--- config.mk ---
export PLATFORM = sky130hd
export DESIGN_NAME = control_decodificador
export DESIGN_NICKNAME = d
export VERILOG_FILES = /design/src/rtl/pkg_hamming.sv /design/src/rtl/antirrebote.sv /design/src/rtl/control_decodificador.sv
export SDC_FILE = /design/constraint.sdc
export NUM_CORES = 1
export LEC_CHECK = 0
export CAP_MARGIN = 30
export CORE_UTILIZATION = 45
export DETAILED_ROUTE_END_ITERATION = 6
export GPL_TIMING_DRIVEN = 0
export PLACE_DENSITY = 0.71
export SYNTH_ARGS = -nofsm -noshare
export SYNTH_HDL_FRONTEND = slang
export SYNTH_HIERARCHICAL = 1
export SYNTH_SLANG_ARGS = --single-unit
--- constraint.sdc ---
create_clock -name clk -period 1.95 [get_ports clk]
set_input_delay 0.585 -clock clk [delete_from_list [all_inputs] [get_ports clk]]
set_output_delay 0.585 -clock clk [all_outputs]
set_load 0.05 [all_outputs]
--- src/rtl/pkg_hamming.sv ---
// -----------------------------------------------------------------------------
// pkg_hamming
//   Shared types and constants for the Hamming(8,4) SECDED receive sequencer.
//   estado_t    : sequencer states
//   SIN_ERROR   : syndrome/parity word for "no error"
//   MSK_PARIDAD : selects the overall-parity mismatch bit of pos_error
// -----------------------------------------------------------------------------
package pkg_hamming;

   typedef enum logic [2:0] {
      REPOSO,
      CAPTURA,
      ESPERA,
      REGISTRO,
      MOSTRAR
   } estado_t;

   localparam logic [3:0] SIN_ERROR   = 4'b0000;
   localparam logic [3:0] MSK_PARIDAD = 4'b1000;

endpackage

--- src/rtl/antirrebote.sv ---
// -----------------------------------------------------------------------------
// antirrebote
//   Two-flop synchroniser, debounce filter and rising-edge pulse generator for
//   the capture push-button.
//   Parameters:
//     DEBOUNCE_CYC : cycles the synced level must differ from the accepted
//                    level before the change is accepted
//   Ports:
//     clk   in  system clock
//     rst   in  asynchronous reset, active-high
//     btn   in  raw push-button, asynchronous, active-high
//     pulso out one-cycle pulse on an accepted 0->1 transition
// -----------------------------------------------------------------------------
module antirrebote #(
   parameter int DEBOUNCE_CYC = 270_000
) (
   input  logic clk,
   input  logic rst,
   input  logic btn,
   output logic pulso
);

   localparam int              DB_W   = (DEBOUNCE_CYC > 1) ? $clog2(DEBOUNCE_CYC) : 1;
   localparam logic [DB_W-1:0] DB_FIN = DB_W'(DEBOUNCE_CYC - 1);

   logic            btn_s1;
   logic            btn_s2;
   logic            nivel;     // accepted (debounced) level
   logic            armado;    // a released level has been accepted since reset
   logic            pendiente;
   logic [DB_W-1:0] cnt;

   // NOTE: sequential state uses non-blocking assignments so every flop
   // samples the pre-edge value of its neighbours (the synchroniser depends on it).
   always_ff @(posedge clk or posedge rst) begin
      if (rst) begin
         btn_s1 <= 1'b0;
         btn_s2 <= 1'b0;
      end else begin
         btn_s1 <= btn;
         btn_s2 <= btn_s1;
      end
   end

   // A button held through reset must not fire: until a released level has
   // been debounced, the filter also runs on a synced 0 just to arm itself.
   assign pendiente = (btn_s2 != nivel) || (!armado && !btn_s2);

   always_ff @(posedge clk or posedge rst) begin
      if (rst) begin
         cnt    <= '0;
         nivel  <= 1'b0;
         armado <= 1'b0;
         pulso  <= 1'b0;
      end else begin
         pulso <= 1'b0;
         if (!pendiente) begin
            cnt <= '0;
         end else if (cnt == DB_FIN) begin
            cnt   <= '0;
            nivel <= btn_s2;
            if (btn_s2) pulso  <= armado;
            else        armado <= 1'b1;
         end else begin
            cnt <= cnt + 1'b1;
         end
      end
   end

endmodule

--- src/rtl/control_decodificador.sv ---
// -----------------------------------------------------------------------------
// control_decodificador
//   Sequencer for the Hamming(8,4) SECDED receive path: debounces the capture
//   button, latches the switch word for the datapath, waits for it to settle
//   and registers the corrected nibble plus error class.
//   Optional feature macro: CONTROL_CONTADORES_EN (saturating error counters).
//   Parameters:
//     DEBOUNCE_CYC, SETTLE_CYC, CNT_W (CNT_W only with CONTROL_CONTADORES_EN)
//   Ports:
//     clk, rst        clock / asynchronous active-high reset
//     btn_capturar    raw capture button
//     conmutador_8    raw switch word
//     pos_error       [3] parity mismatch, [2:0] syndrome (from datapath)
//     w_corregida_b4  [3:0] corrected data, [4] double-error flag (from datapath)
//     palabra_reg     latched word driven to the datapath
//     w_resultado     registered corrected nibble
//     error_simple    registered single-error flag
//     error_doble     registered double-error flag
//     listo           one-cycle pulse when results are updated
//     ocupado         high while capturing / settling
//     cnt_simple, cnt_doble  saturating error counters (optional)
// -----------------------------------------------------------------------------
module control_decodificador
   import pkg_hamming::*;
#(
   parameter int DEBOUNCE_CYC = 270_000,
   parameter int SETTLE_CYC   = 2
`ifdef CONTROL_CONTADORES_EN
   , parameter int CNT_W      = 8
`endif
) (
   input  logic       clk,
   input  logic       rst,
   input  logic       btn_capturar,
   input  logic [7:0] conmutador_8,
   input  logic [3:0] pos_error,
   input  logic [4:0] w_corregida_b4,
   output logic [7:0] palabra_reg,
   output logic [3:0] w_resultado,
   output logic       error_simple,
   output logic       error_doble,
   output logic       listo,
   output logic       ocupado
`ifdef CONTROL_CONTADORES_EN
   , output logic [CNT_W-1:0] cnt_simple,
   output logic [CNT_W-1:0] cnt_doble
`endif
);

   localparam int               SET_W   = (SETTLE_CYC > 1) ? $clog2(SETTLE_CYC) : 1;
   localparam logic [SET_W-1:0] SET_FIN = SET_W'(SETTLE_CYC - 1);

   estado_t          estado, estado_sig;
   logic             pulso;
   logic [7:0]       sw_s1, sw_s2;
   logic [SET_W-1:0] espera_cnt;
   logic             es_simple, es_doble;

   antirrebote #(.DEBOUNCE_CYC(DEBOUNCE_CYC)) u_antirrebote (
      .clk   (clk),
      .rst   (rst),
      .btn   (btn_capturar),
      .pulso (pulso)
   );

   // Error class as presented by the datapath. The syndrome pattern for a
   // double error (parity clean, syndrome non-zero) is folded in; for a real
   // decoder it always agrees with the correction block's own flag.
   assign es_simple = (pos_error & MSK_PARIDAD) != SIN_ERROR;
   assign es_doble  = w_corregida_b4[4] |
                      (((pos_error & MSK_PARIDAD) == SIN_ERROR) && (pos_error != SIN_ERROR));

   always_ff @(posedge clk or posedge rst) begin
      if (rst) begin
         sw_s1 <= '0;
         sw_s2 <= '0;
      end else begin
         sw_s1 <= conmutador_8;
         sw_s2 <= sw_s1;
      end
   end

   always_ff @(posedge clk or posedge rst) begin
      if (rst) estado <= REPOSO;
      else     estado <= estado_sig;
   end

   // NOTE: every signal written here is given a default first, so no path
   // leaves it unassigned and no latch is inferred.
   always_comb begin
      estado_sig = estado;
      listo      = 1'b0;
      ocupado    = 1'b0;
      case (estado)
         REPOSO:   if (pulso) estado_sig = CAPTURA;
         CAPTURA: begin
            ocupado    = 1'b1;
            estado_sig = ESPERA;
         end
         ESPERA: begin
            // A pulse arriving here is dropped, not remembered.
            ocupado = 1'b1;
            if (espera_cnt == SET_FIN) estado_sig = REGISTRO;
         end
         REGISTRO: begin
            listo      = 1'b1;
            estado_sig = MOSTRAR;
         end
         MOSTRAR:  if (pulso) estado_sig = CAPTURA;
         default:  estado_sig = REPOSO;
      endcase
   end

   always_ff @(posedge clk or posedge rst) begin
      if (rst) begin
         palabra_reg  <= '0;
         w_resultado  <= '0;
         error_simple <= 1'b0;
         error_doble  <= 1'b0;
         espera_cnt   <= '0;
      end else begin
         case (estado)
            CAPTURA: begin
               palabra_reg <= sw_s2;
               espera_cnt  <= '0;
            end
            ESPERA:  espera_cnt <= espera_cnt + 1'b1;
            REGISTRO: begin
               w_resultado  <= w_corregida_b4[3:0];
               error_simple <= es_simple;
               error_doble  <= es_doble;
            end
            default: ;
         endcase
      end
   end

`ifdef CONTROL_CONTADORES_EN
   always_ff @(posedge clk or posedge rst) begin
      if (rst) begin
         cnt_simple <= '0;
         cnt_doble  <= '0;
      end else if (estado == REGISTRO) begin
         if (es_simple && !(&cnt_simple)) cnt_simple <= cnt_simple + 1'b1;
         if (es_doble  && !(&cnt_doble))  cnt_doble  <= cnt_doble  + 1'b1;
      end
   end
`else
   // Error counters not built.
`endif

endmodule

# Word level (Yosys, flattened, before mapping)
# Index checks and enable logic that the tools add are counted.
[classes]
addsub = 2
n_mul = 0
div_mod_pow = 0
n_lt_le_gt_ge = 0
eq_ne = 8
shifts = 0
mux = 11
bitwise = 2
n_reduce_logical = 14
[op_table]
columns = ["op", "count"]
rows = [
  ["$mux 19", 2],
  ["$add 19x1->19 const B", 1],
  ["$eq 19x19->1 const B", 1],
  ["$pmux 3 s4", 1],
  ["$eq 3x2->1 const B", 2],
  ["$mux 3", 2],
  ["$mux 1", 5],
  ["$logic_not 4->1", 1],
  ["$reduce_and 2->1", 2],
  ["$reduce_bool 4->1", 1],
  ["$reduce_or 2->1", 2],
  ["$eq 3x1->1 const B", 1],
  ["$eq 3x3->1 const B", 1],
  ["$logic_not 3->1", 1],
  ["$reduce_and 3->1", 1],
  ["$logic_and 1x1->1", 2],
  ["$logic_not 1->1", 2],
  ["$ne 2x1->1 const B", 1],
  ["$ne 2x2->1 const B", 1],
  ["$pmux 1 s2", 1],
  ["$reduce_bool 2->1", 1],
  ["$add 1x1->1 const B", 1],
  ["$logic_or 1x1->1", 1],
  ["$ne 1x1->1", 1],
  ["other kinds (2)", 2],
]
[totals]
register_bits = 58
latchBits = 0
mem_bits_rw = 0
romBits = 0
input_bits = 20
out_inout_bits = 16
word_cells = 51
mem_count = 0

# Logic depth before layout (Yosys ltp)
# Gate-level depths: netlist of run 1.
[logic_depth]
word_depth = 4
depth_mapped = 6
mapped_depth_nobuf = 5

# Hierarchy
# Netlist of run 1, hierarchy kept.
[modules_own_cells]
columns = ["module", "n_inst", "cells_per_inst", "area_each_um2", "seq_area_each_um2"]
rows = [
  ["antirrebote", 1, 114, 1164.9, 600.6],
  ["control_decodificador", 1, 71, 1149.9, 850.8],
]

# Worst setup path before layout of run 1
# Ideal clock, no wire load.
[synth_timing]
path_kind = "register to register"
start = "reg u_antirrebote.cnt[6]"
end = "reg u_antirrebote.nivel"
setup_ns = 0.125
t_arrival_ns = 1.899
required_time_ns = 1.825
setup_slack_ns = -0.074
path_stages_with_launch = 6
n_path_buf = 1
synth_period_minus_slack_ns = 2.024
cell_sequence = "dfrtp_1 > buf_6 > or4b_4 > or3_4 > or2_4 > mux2_4"
[synth_via]
elab_chain_len = 2
[synth_rtl]
columns = ["element", "line", "rtl"]
rows = [
  ["start: declaration", "antirrebote.sv:31", "logic [DB_W-1:0] cnt;"],
  ["start signal: assignment", "antirrebote.sv:65", "cnt <= cnt + 1'b1;"],
  ["$eq 19x19->1", "antirrebote.sv:59", "end else if (cnt == DB_FIN) begin"],
  ["$reduce_and 2->1 (no line)", "-", ""],
  ["end signal: assignment", "antirrebote.sv:61", "nivel <= btn_s2;"],
  ["end: declaration", "antirrebote.sv:28", "logic nivel;"],
]
# Every way passes these cells.
# A chain may end at the register's enable or synchronous reset.

# Worst setup path after layout of run 1
# Same ends and word-level chain as after synthesis.

==> out/summary.txt, run 1 <==
Crit path buffers/inverters -> 1
share of cells above drive strength 1 -> 25.4%
fill count -> 402
final wirelength -> 4150 µm
Reg area -> 0.00146 mm²
crit-path max cell delay -> 0.47 ns
Max Cap Viol -> 0
Layout Nets -> 264
CP startpoint kind -> flop
unrepaired setup endpoints after global routing -> yes
cell taking the most area after synthesis -> dfrtp_1
syn_area_per_cell -> 12.5 µm²
effective utilization at floorplan -> 47.7%
Seq/Total Area, Yosys -> 62.7%
Worst-path clk slew -> 0.07 ns
Final Setup Violations -> 1
die height -> 73.7 µm
period utilization -> 103%
WS Path Type -> reg2reg
Static Leak -> 1.41 nW
first-pass GRT wire length -> 6840 µm
routability cong. -> 0.846
footprint of the multi-input gates -> 826 µm²
Finished Layout Cells -> 315
hold_buf cts -> 0
drt first pass iters -> 5
switching portion of total power -> 23.3%
via count -> 1552
Final Max Slew Viols -> 0
status -> finished, violations left
Yosys reg bits -> 58
Hold Path Class -> reg2reg
critical path data arrival time -> 2.22 ns
CP top delay family -> simple AND/OR/NAND/NOR gates
die width -> 73.7 µm
post-placement cell count -> 288
syn nets -> 206
crit path cell chain -> buf_6 > or4b_4 > or3_4 > or2_4 > mux2_4
H-tree Lvls -> 3
initial antenna violation count -> 0
Rel. slew slack -> 40.0%
Final Hold Viols -> 0
DP HPWL -> 2710 µm
total gr overflow -> 0
post-synth cell types -> 37
antenna cells -> 0
number of global-route vias before repair -> 1513
P&R area growth vs syn -> 32.5%
vias per std cell -> 4.93
largest net degree at the start of global routing -> 25
FMAX -> 0.499 GHz
die area -> 0.00543 mm²
GRT Total Usage -> 17.7%
Setup WS pre-CTS -> -0.404 ns
VDD IR-drop max -> 0.000487 V
Clock Power Share -> 42.1%
Util after Layout -> 63.3%
hold_ws -> 0.350 ns
yosys warns -> 6
PortBufs -> 35
Core Rows -> 25
Max clock buf depth -> 2
failing checks -> setup timing
endpoint class of the critical path -> flop
Largest register FFs -> 19
1st-iter DRT viols -> 64
Synth top area share -> 62.7%
Area after DPL -> 0.00278 mm²
Sink Count -> 58
Crit Path Max Fanout -> 4
CTS tree -> built
fin crit period -> 2.00 ns
CP max-delay cell -> or4b_4
fin worst setup slack -> -0.0537 ns
Reg with most FFs -> u_antirrebote/cnt
core outline area -> 0.00485 mm²
P_sw -> 536 µW
clk_skew -> 0.00900 ns
Tightest Pin Transition -> 0.899 ns
number of placed I/O pins -> 36
Post-Syn Instances -> 185
PD cells -> 752 mW/mm²
Sum Neg Setup Slack -> -0.0537 ns
Design Area, Final -> 0.00307 mm²
worst endpoint required time -> 2.17 ns
Root Driver -> clkbuf_8
synthesized area -> 0.00231 mm²
Power Internal -> 1.77 mW
Avg WL per Cell -> 13.2 µm
DRC violations left -> 0
Logic pwr share -> 4.4%
final total power -> 2.31 mW
Skew-Pair Late Insertion Delay -> 0.33 ns
antenna-violating nets left -> 0
Synth area leaders -> dfrtp_1 63%, mux2_2 5.4%, xnor2_1 4.2%
Num CTS Buffers -> 9
register share of total power -> 53.5%
-- final cells by class --
class                           count  area share, %
Clock inverter                      6           1.39
Buffer                              4           1.14
Multi-Input combinational cell    113           26.9
Inverter                            9           1.10
Tap cell                           67           2.73
Clock buffer                       10           4.49
Sequential cell                    58           47.5
Timing Repair Buffer               48           14.8
-- worst register-to-register path, cell delays in order (launching register included) --
cell and delay [ns]:
dfrtp_1 0.37, buf_6 0.12, or4b_4 0.47, or3_4 0.36, or2_4 0.27, mux2_4 0.29
-- synth_stat cells --
cell      count
dfrtp_1      58
nor2_1       18
mux2_2       11
xnor2_1      11
a21oi_1       9
inv_1         9
nand2_1       9
nand4_1       7
nand3_1       5
nor3_1        4
nor4_1        4
buf_2         3
mux2_1        3
or3_1         3
or4_1         3
buf_6         2
nor3b_1       2
o21ai_0       2
o21bai_1      2
o31ai_1       2
xor2_1        2
and2_1        1
and3_1        1
and3_2        1
ha_1          1
mux2_4        1
nand3b_2      1
nor3b_4       1
nor4b_1       1
o21ai_2       1
o21ba_2       1
o22ai_1       1
or2_4         1
or3_4         1
or4_2         1
or4b_1        1
or4b_4        1
-- cells by family after synthesis --
logic type	count (synthesis)	share of synthesized area, %
xor+xnor	13	4.92
compound gates	18	4.76
mux	15	7.46
simple gates	66	16.5
flops	58	62.7
buf+inv	14	3.08
fa+ha+maj	1	0.540
-- timing repair --
action,4_1_cts,5_1_grt
hold endpoints to repair,0,0
gates resized for setup,30,9
pin swaps,1,2
buffers inserted,2,10
setup endpoints to repair,31,14
-- layer usage --
layer,GRT usage [%],routed length [µm],up-vias
li1,-,-,767
met3,3.70,160,8
met4,12.2,93,0
met1,21.6,1910,742
met2,28.0,1990,35
met5,0,0,-
-- power groups by stage --
stage	logic, mW	clock network (mW)	registers [mW]
2_1_floorplan	0.0239	0	1.27
3_3_place_gp	0.0984	0	1.26
3_5_place_dp	0.107	0	1.26
4_1_cts	0.103	0.997	1.23
5_1_grt	0.110	1.05	1.24
6_report	0.100	0.970	1.23
-- path summary, 6_finish.rpt --
| path | start | to | slack, ns | depth (start not counted) |
|---|---|---|---|---|
| max | u_antirrebote/cnt[6]$_DFF_PP0_ | u_antirrebote/nivel$_DFFE_PP0P_ | -0.05 | 5 |
| min | sw_s1[4]$_DFF_PP0_ | sw_s2[4]$_DFF_PP0_ | 0.35 | 0 |
| max reg2reg | u_antirrebote/cnt[6]$_DFF_PP0_ | u_antirrebote/nivel$_DFFE_PP0P_ | -0.05 | 5 |
| min reg2reg | sw_s1[4]$_DFF_PP0_ | sw_s2[4]$_DFF_PP0_ | 0.35 | 0 |
| max in group asynchronous | rst | u_antirrebote/cnt[2]$_DFF_PP0_ | 0.55 | 2 |
| min in group asynchronous | rst | sw_s2[7]$_DFF_PP0_ | 0.62 | 2 |
-- cells in the final DEF (no fill, tap or decap), types with 3 or more instances in the layout --
| cell type | synthesis | final |
|---|---|---|
| nor3_1 | 4 | 4 |
| nor4_1 | 4 | 3 |
| nand2_1 | 9 | 9 |
| nand4_1 | 7 | 7 |
| dlygate4sd2_1 | 0 | 14 |
| clkdlybuf4s50_1 | 0 | 19 |
| xnor2_1 | 11 | 10 |
| dfrtp_2 | 0 | 3 |
| inv_1 | 9 | 8 |
| nand3_1 | 5 | 5 |
| buf_4 | 0 | 13 |
| or3_1 | 3 | 3 |
| nor2_1 | 18 | 18 |
| clkbuf_8 | 0 | 10 |
| mux2_2 | 11 | 11 |
| mux2_1 | 3 | 3 |
| buf_6 | 2 | 4 |
| a21oi_1 | 9 | 9 |
| dfrtp_1 | 58 | 55 |
Note: power is estimated with default switching activity, not from simulation.
==> inputs of run 2 (changes only) <==
- CORE_UTILIZATION: 45 -> 25
- PLACE_DENSITY: 0.71 -> default
- SLEW_MARGIN: default -> 10
==> run 2 against run 1 <==
The flow finishes with violations (DRC). Via count is 3.1% higher. Utilization decreased by 27 points. Largest power group unchanged. Register-to-register slack gained 0.07 ns. Clock skew down 0.0045 ns. Maximum frequency up 3.7%. Critical path type unchanged. Combinational power is essentially flat. Worst hold slack barely moved. Sequential power is essentially flat. Clock power down 2%. Non-clock buffer count increased by 9.
==> out/summary.txt, run 2 (same netlist as run 1, synthesis figures left out) <==
Core Rows -> 34
initial antenna violation count -> 0
Avg WL per Cell -> 12.5 µm
Num CTS Buffers -> 9
Final Setup Violations -> 0
Final Hold Viols -> 0
Largest register FFs -> 19
footprint of the multi-input gates -> 836 µm²
number of global-route vias before repair -> 1642
worst min-delay path startpoint -> u_antirrebote/btn_s1$_DFF_PP0_
P&R area growth vs syn -> 37.2%
Rel. slew slack -> 54.2%
WS Path Type -> reg2reg
Worst-path clk slew -> 0.06 ns
H-tree Lvls -> 3
failing checks -> DRC
Skew-Pair Late Insertion Delay -> 0.33 ns
Design Area, Final -> 0.00318 mm²
antenna cells -> 0
Reg area -> 0.00145 mm²
hold_buf cts -> 0
Root Driver -> clkbuf_8
register share of total power -> 54.0%
DRC violations left -> 4
CP top delay family -> simple AND/OR/NAND/NOR gates
crit path cell chain -> or4b_4 > or3_4 > or2_4 > mux2_4
R2R depth -> 4
GRT Total Usage -> 10.3%
period utilization -> 99.1%
most common cell after layout, fill and taps aside -> dfrtp_1
Reg with most FFs -> u_antirrebote/cnt
clk_skew -> 0.00445 ns
vias per std cell -> 4.38
Clock Power Share -> 41.7%
hold path cells -> 0
first-pass GRT wire length -> 7590 µm
fill count -> 889
RR Endpoint -> u_antirrebote/nivel$_DFFE_PP0P_
largest net degree at the start of global routing -> 35
Sink Count -> 58
total gr overflow -> 0
Crit Path Max Fanout -> 3
Final Max Slew Viols -> 0
die height -> 98.2 µm
switching portion of total power -> 23.0%
CTS tree -> built
drt first pass iters -> 7
Crit path buffers/inverters -> 0
Hold Path Class -> reg2reg
P_sw -> 525 µW
critical path data arrival time -> 2.15 ns
Layout Nets -> 273
Sum Neg Setup Slack -> 0 ns
Logic pwr share -> 4.3%
worst endpoint required time -> 2.16 ns
unrepaired setup endpoints after global routing -> yes
fin crit period -> 1.93 ns
reg-to-reg critical path startpoint -> u_antirrebote/cnt[4]$_DFF_PP0_
Hold EP -> u_antirrebote/btn_s2$_DFF_PP0_
PD cells -> 720 mW/mm²
Tightest Pin Transition -> 0.685 ns
CP max-delay cell -> or4b_4
most frequent cells in the layout -> 56 x dfrtp_1, 21 x buf_4, 19 x clkdlybuf4s50_1, 17 x nor2_1, 14 x dlygate4sd2_1
Static Leak -> 1.44 nW
PortBufs -> 35
crit-path max cell delay -> 0.52 ns
die width -> 98.2 µm
die area -> 0.00965 mm²
via count -> 1600
hold_ws -> 0.349 ns
FMAX -> 0.517 GHz
antenna-violating nets left -> 0
endpoint class of the critical path -> flop
Area after DPL -> 0.00280 mm²
final wirelength -> 4560 µm
routability cong. -> 0.771
effective utilization at floorplan -> 26.2%
CP startpoint kind -> flop
core outline area -> 0.00885 mm²
VDD IR-drop max -> 0.000363 V
setup slack, reg-to-reg -> 0.02 ns
status -> finished, violations left
Max Cap Viol -> 0
1st-iter DRT viols -> 80
Power Internal -> 1.76 mW
number of placed I/O pins -> 36
share of cells above drive strength 1 -> 28.8%
Max clock buf depth -> 2
DP HPWL -> 2890 µm
==> run 2: area by class of cell <==
type                    instances  area share [%]
flip-flops and latches         58            45.8
multi-input cells             113            26.3
repair buffers                 57            16.0
clock buffers                  11            4.45
well taps                     108            4.25
plain buffers                   4            1.22
inverters                       9            1.06
clock inverters                 5           0.945
==> run 2: layer usage <==
| metal | global-route usage [%] | vias up | part of all wire [%] |
|---|---|---|---|
| li1 | - | 778 | - |
| met1 | 12.5 | 776 | 46 |
| met2 | 15.8 | 41 | 48 |
| met3 | 4.22 | 5 | 5.5 |
| met4 | 4.82 | 0 | 1.1 |
| met5 | 0 | - | 0 |
==> run 2: worst reg2reg max path: stages (launching register included) <==
cell and delay (ns):
dfrtp_1 0.39, or4b_4 0.52, or3_4 0.36, or2_4 0.26
mux2_4 0.29
==> run 2: through the flow <==
step	setup slack (ns)	cells	power [mW]	utilization [%]
floorplan	-0.00440	185	1.30	-
global placement	-0.399	328	1.36	31.6
detailed placement	-0.405	328	1.36	31.6
CTS	-0.0402	352	2.32	34.2
global route	-0.0184	365	2.40	35.9
finish	0.0170	365	2.29	35.9
==> run 2: what timing repair did <==
item                                    4_1_cts  5_1_grt
endpoints found under the setup margin       29        8
gates cloned                                  0        0
pin swaps                                     4        3
resized for setup                            30       15
buffers inserted                              9       12
==> run 2: how the worst max path moves through the flow <==
stage | startpoint | endpoint | cells after the start
detailed placement | estado[2]$_DFFE_PP0P_ | listo | 4
CTS | u_antirrebote/cnt[4]$_DFF_PP0_ | u_antirrebote/nivel$_DFFE_PP0P_ | 4
finish | u_antirrebote/cnt[4]$_DFF_PP0_ | u_antirrebote/nivel$_DFFE_PP0P_ | 4
global route | u_antirrebote/cnt[10]$_DFF_PP0_ | u_antirrebote/cnt[15]$_DFF_PP0_ | 4
global placement | estado[2]$_DFFE_PP0P_ | listo | 4
floorplan | u_antirrebote/cnt[6]$_DFF_PP0_ | u_antirrebote/nivel$_DFFE_PP0P_ | 5
==> run 2: power groups by stage <==
stage / sequential [mW] / combinational [mW] / clock (mW)
after global routing: 1.24 / 0.108 / 1.05
after global placement: 1.26 / 0.0999 / 0
after CTS: 1.23 / 0.0979 / 0.989
final: 1.23 / 0.0975 / 0.954
after detailed placement: 1.26 / 0.101 / 0
after floorplan: 1.27 / 0.0239 / 0
